--- src/rtl/mat_pkg.sv ---
// Shared definitions for the lane-parallel matrix add/sub/accumulate block:
// op encodings, default geometry and the lane-slice helper.
package mat_pkg;

    localparam int DEF_LANES = 16;
    localparam int DEF_W     = 16;

    typedef enum logic [1:0] {
        OP_ADD      = 2'b00,
        OP_SUB      = 2'b01,
        OP_ACC_ADD  = 2'b10,
        OP_ACC_LOAD = 2'b11
    } op_e;

    // Lane i occupies bits [i*width +: width] of a packed row-major vector.
    function automatic int lane_lsb(input int lane, input int width);
        return lane * width;
    endfunction

endpackage

--- src/rtl/mat_lane_alu.sv ---
// One lane of the matrix datapath: W+1-bit signed add/sub/accumulate with
// overflow detection and optional signed saturation. Purely combinational.
module mat_lane_alu
    import mat_pkg::*;
#(
    parameter int W   = DEF_W,
    parameter int SAT = 0
) (
    input  logic [1:0]   op,
    input  logic [W-1:0] a,
    input  logic [W-1:0] b,
    input  logic [W-1:0] acc,
    output logic [W-1:0] result,
    output logic         ovf
);

    logic signed [W:0] a_x;
    logic signed [W:0] b_x;
    logic signed [W:0] acc_x;
    logic signed [W:0] r;

    assign a_x   = {a[W-1], a};
    assign b_x   = {b[W-1], b};
    assign acc_x = {acc[W-1], acc};

    // NOTE: every output of an always_comb gets a value before any branch,
    // so no path through the case can leave a latch behind.
    always_comb begin
        r      = a_x;
        result = a;
        ovf    = 1'b0;

        case (op_e'(op))
            OP_ADD:      r = a_x + b_x;
            OP_SUB:      r = a_x - b_x;
            OP_ACC_ADD:  r = acc_x + a_x;
            OP_ACC_LOAD: r = a_x;
            default:     r = a_x;
        endcase

        // The W+1-bit sum is out of W-bit range exactly when its top two bits differ.
        ovf = (r[W] != r[W-1]);

        if (SAT != 0 && ovf) begin
            result = r[W] ? {1'b1, {(W-1){1'b0}}} : {1'b0, {(W-1){1'b1}}};
        end else begin
            result = r[W-1:0];
        end
    end

endmodule

--- src/rtl/matrix_add_sub_acc.sv ---
// Lane-parallel matrix adder/subtractor/accumulator with valid/ready on both
// sides, a one-beat output register and a per-lane accumulator bank.
module matrix_add_sub_acc
    import mat_pkg::*;
#(
    parameter int LANES = DEF_LANES,
    parameter int W     = DEF_W,
    parameter int SAT   = 0
) (
    input  logic               clk,
    input  logic               reset,
    input  logic               in_valid,
    output logic               in_ready,
    input  logic [1:0]         op,
    input  logic [LANES*W-1:0] dataa,
    input  logic [LANES*W-1:0] datab,
    output logic               out_valid,
    input  logic               out_ready,
    output logic [LANES*W-1:0] result,
    output logic [LANES-1:0]   ovf
);

    logic [LANES*W-1:0] acc;
    logic [LANES*W-1:0] lane_result;
    logic [LANES-1:0]   lane_ovf;
    logic               accept;
    logic               acc_write;

    // The output register can take a new beat when empty or being drained.
    assign in_ready  = !reset && (!out_valid || out_ready);
    assign accept    = in_valid && in_ready;
    assign acc_write = (op == OP_ACC_ADD) || (op == OP_ACC_LOAD);

    for (genvar i = 0; i < LANES; i++) begin : g_lane
        mat_lane_alu #(
            .W   (W),
            .SAT (SAT)
        ) u_alu (
            .op     (op),
            .a      (dataa[lane_lsb(i, W) +: W]),
            .b      (datab[lane_lsb(i, W) +: W]),
            .acc    (acc[lane_lsb(i, W) +: W]),
            .result (lane_result[lane_lsb(i, W) +: W]),
            .ovf    (lane_ovf[i])
        );
    end

    // NOTE: state is updated with non-blocking assignments so every register
    // samples the pre-edge values, whatever the statement order.
    always_ff @(posedge clk) begin
        if (reset) begin
            out_valid <= 1'b0;
            result    <= '0;
            ovf       <= '0;
            // NOTE: the accumulator bank is a flop array, not a RAM, because
            // it must read back as zero after reset.
            acc       <= '0;
        end else if (accept) begin
            out_valid <= 1'b1;
            result    <= lane_result;
            ovf       <= lane_ovf;
            if (acc_write) begin
                acc <= lane_result;
            end
        end else if (out_ready) begin
            out_valid <= 1'b0;
        end
    end

endmodule

--- config.mk ---
export PLATFORM = sky130hd
export DESIGN_NAME = matrix_add_sub_acc
export DESIGN_NICKNAME = d
export VERILOG_FILES = /design/src/rtl/mat_pkg.sv /design/src/rtl/mat_lane_alu.sv /design/src/rtl/matrix_add_sub_acc.sv
export SDC_FILE = /design/constraint.sdc
export NUM_CORES = 2
export LEC_CHECK = 0
export ABC_AREA = 1
export CORE_AREA = 10 10 298 300
export CTS_BUF_LIST = sky130_fd_sc_hd__clkbuf_4 sky130_fd_sc_hd__clkbuf_8
export DETAILED_ROUTE_END_ITERATION = 8
export DIE_AREA = 0 0 308 310
export DONT_BUFFER_PORTS = 1
export PLACE_DENSITY = 0.83
export SYNTH_ARGS = -nofsm -noshare
export SYNTH_HDL_FRONTEND = slang
export SYNTH_HIERARCHICAL = 1
export SYNTH_SLANG_ARGS = --single-unit
--- constraint.sdc ---
create_clock -name clk -period 7.5 [get_ports clk]
set_clock_uncertainty 0.05 [all_clocks]
set_input_delay 2.25 -clock clk [delete_from_list [all_inputs] [get_ports clk]]
set_output_delay 2.25 -clock clk [all_outputs]
set_load 0.02 [all_outputs]
==> summary.txt <==
Setup path
  • Startpoint types: input pin
  • R2R cell count: 6
  • Crit path required time: 8.13 ns
  • Peak fanout along the critical path: 48
  • Crit path max-delay cell type: ha_1
  • Setup CP Type: input pin to flop
  • Worst path cell trace: inv_1 > ha_1 > inv_1 > o21ai_0 > inv_1 > ha_1 > nand3_1 > nand3_1 > nand2_1 > nand3_1 > nand2_1 > nand2_1 > o21ai_0 > a21oi_1 > nor2_1 > o21bai_1 > nor2_1
  • Crit-path max cell delay: 0.90 ns
  • CP endpoint kind: flop
  • CP arrival: 5.67 ns

Yosys
  • Syn. warnings: 6
  • Ys flop type: dfxtp_1
  • Mapped Area: 50400 µm²
  • Seq/Total Area, Yosys: 21.0%
  • Leading post-synthesis cells by cell area: dfxtp_1 21%, nand2_1 16%, nand3_1 10%, inv_1 8.8%, ha_1 8.7%
  • Post-synth top cells: 2080 x nand2_1, 1175 x inv_1, 1007 x nand3_1
  • Synth cell types: 56
  • Cell taking the most area after synthesis: dfxtp_1
  • EDFF count, synth: 0
  • Cell with the most instances after synthesis: nand2_1
  • #FFs+latches synth: 529
  • Synth top area share: a little over a fifth
  • Asr flop ratio synth: 0%
  • Post-Syn Instances: 8286
  • Average cell area after synthesis: between 6 and 7 µm²
  • Syn_nets: 9172

Die
  • Die Footprint: between 90000 and 100000 µm²
  • Std-Cell Rows: 106
  • Die Width: 308 µm
  • Starting density of the core: between 60 and 70%
  • Die height: 310 µm
  • Core Area: 82900 µm²
  • I/O pin count: 792

Clock network
  • Setup Fix Bufs, Post-CTS: 0
  • Number of buffers created by CTS: 98
  • Root Driver: clkbuf_8
  • Clk pin slew, worst setup/hold paths: 0.06 ns
  • CTS tree: yes
  • # hold bufs at CTS: 0
  • Max clock buf depth: 3
  • Clock tree sinks: 529
  • Post-CTS resize count: 0
  • # H-tree levels: 3
  • Latest clock arrival within the worst-skew pair: 0.77 ns

Route
  • Drt drc: 0
  • Vias: 54200
  • WL per Instance: 19.9 µm
  • Vias per cell: between 5 and 6
  • Drt pass-1 iters: 6
  • Final wirelength: 184000 µm
  • Number of DRC markers in iteration 0: 5368
  • Antenna viol nets, final: 0

Timing
  • Max_slew headroom: 23.8%
  • Final Max Tran Viols: 0
  • Fmax: 198 MHz
  • Final Cycle Share: 67.2%
  • Final Hold Vio Count: 0
  • Final setup fails: 0
  • Fin crit period: 5.04 ns
  • Worst Tran Pin Value: 1.14 ns
  • Setup TNS: 0 ns
  • RSZ-0062 raised after global routing: no

Global route
  • GR Overflow Total: 0
  • Initial antenna violation count: 8
  • GRT Util Overall: between 30% and 40%
  • First-pass GRT wire length: 277000 µm
  • Vias in the first global route: about 49000
  • Largest net degree at the start of global routing: 275

Layout
  • Layout cell share with drive strength beyond 1: under 10%
  • Synthesis-to-layout area growth: 4.56%
  • Layout Nets: 8932
  • Design area: 52700 µm²

Power
  • Leak Pwr: 26.9 nW
  • PD cells: around 200 nW/µm²
  • Maximum VDD drop: 0.207 mV

Placed design
  • Placed Area: around 50000 µm²
  • GPL Wtd Cong: a little over 1
  • HPWL Detailed: 138000 µm
  • Number of port buffers: 0

Hold path
  • Hold Crit Class: flop to flop
  • WHS Path Cells: 4

Run
  • Max_cap viols: 0

Outcome
  • Status: completed
kinds of logic (layout without fill, tap and decap cells):
family          count (synthesis)  after routing  share of synthesized area, %
other cells                     0              6                             0
buf+inv                      1617           1449                          12.3
xor+xnor                       25             25                         0.435
compound gates               1393           1393                          17.0
simple gates                 4354           4354                          39.8
flops                         529            529                          21.0
fa+ha+maj                     368            368                          9.38
metal layers:
layer  wire [µm]  up-vias  track usage, %
li1            -    26500               -
met1       70300    24600            42.9
met2       79800     2647            56.9
met3       20800      515            10.8
met4       12700        4            22.6
met5          32        -               0
cell type report:
| type | instances | area, µm² |
|---|---|---|
| timing repair buffer | 18 | 185 |
| antenna | 6 | 15.0 |
| fill | 7887 | 30200 |
| multi-input combinational | 6140 | 33600 |
| clock buffer | 145 | 1840 |
| tap | 1080 | 1350 |
| clock inverter | 27 | 359 |
| inverter | 1259 | 4730 |
| sequential | 529 | 10600 |
through the flow:
step	total power [mW]	util, %	worst slack [ns]	hold slack, ns	cells
after floorplan	6.53	-	2.29	0.437	8286
after global placement	7.33	60.9	1.92	0.445	9026
after detailed placement	7.41	60.9	1.88	0.448	9026
after CTS	10.6	63.5	2.59	0.460	9198
after global routing	11.4	63.5	2.20	0.493	9202
final	10.7	63.5	2.46	0.461	9204
report_power, final:
group	leakage (nW)	internal [mW]	total (mW)	switching [mW]
Sequential	4.35	3.10	3.66	0.564
Combinational	21.4	1.35	3.81	2.46
Clock	1.15	1.84	3.22	1.38
critical path, delay by kind of cell:
kind            cells  cell delay, ns
compound gates      4            0.72
simple gates        8            1.06
fa+ha+maj           2            1.17
buf+inv             3            0.42
placed cells by master, fill, tap and decap left out, types with 12 or more instances in the layout:
master    instances
a21o_1           24
inv_1          1175
a21boi_0         20
or2_2            83
clkinv_2         12
a31oi_1          54
nand2_1        2079
a31o_2           16
nand3_2          77
a21oi_2          19
inv_2            79
clkbuf_4         25
xor2_1           17
buf_4            14
nand3_1        1007
clkbuf_8        120
a221o_1          16
ha_1            352
nand2_2         129
o21bai_1        254
and3_1           15
dfxtp_1         529
o21ai_0         223
a211oi_1         14
nor4_1           24
o21ai_1          41
nand4_1          73
or2_0            17
a21oi_1         525
nor3_1           39
nand2_4          14
nor2_1          618
nor2_4           55
nor2_2           50
fa_1             16
o211ai_1         12
a22oi_1         133
nand3b_1         20
or2_1            23
registers in the layout, summed over array words and instances (netlist names):
signal     count
acc          256
result       256
ovf           16
out_valid      1
path summary, 6_finish.rpt:
kind | start | endpoint | slack [ns]
max | op[0] | acc[217] | 2.46
min | acc[180] | acc[180] | 0.46
max reg2reg | out_valid | result[124] | 4.51
min reg2reg | acc[180] | acc[180] | 0.46
Note: power is estimated with default switching activity, not from simulation.
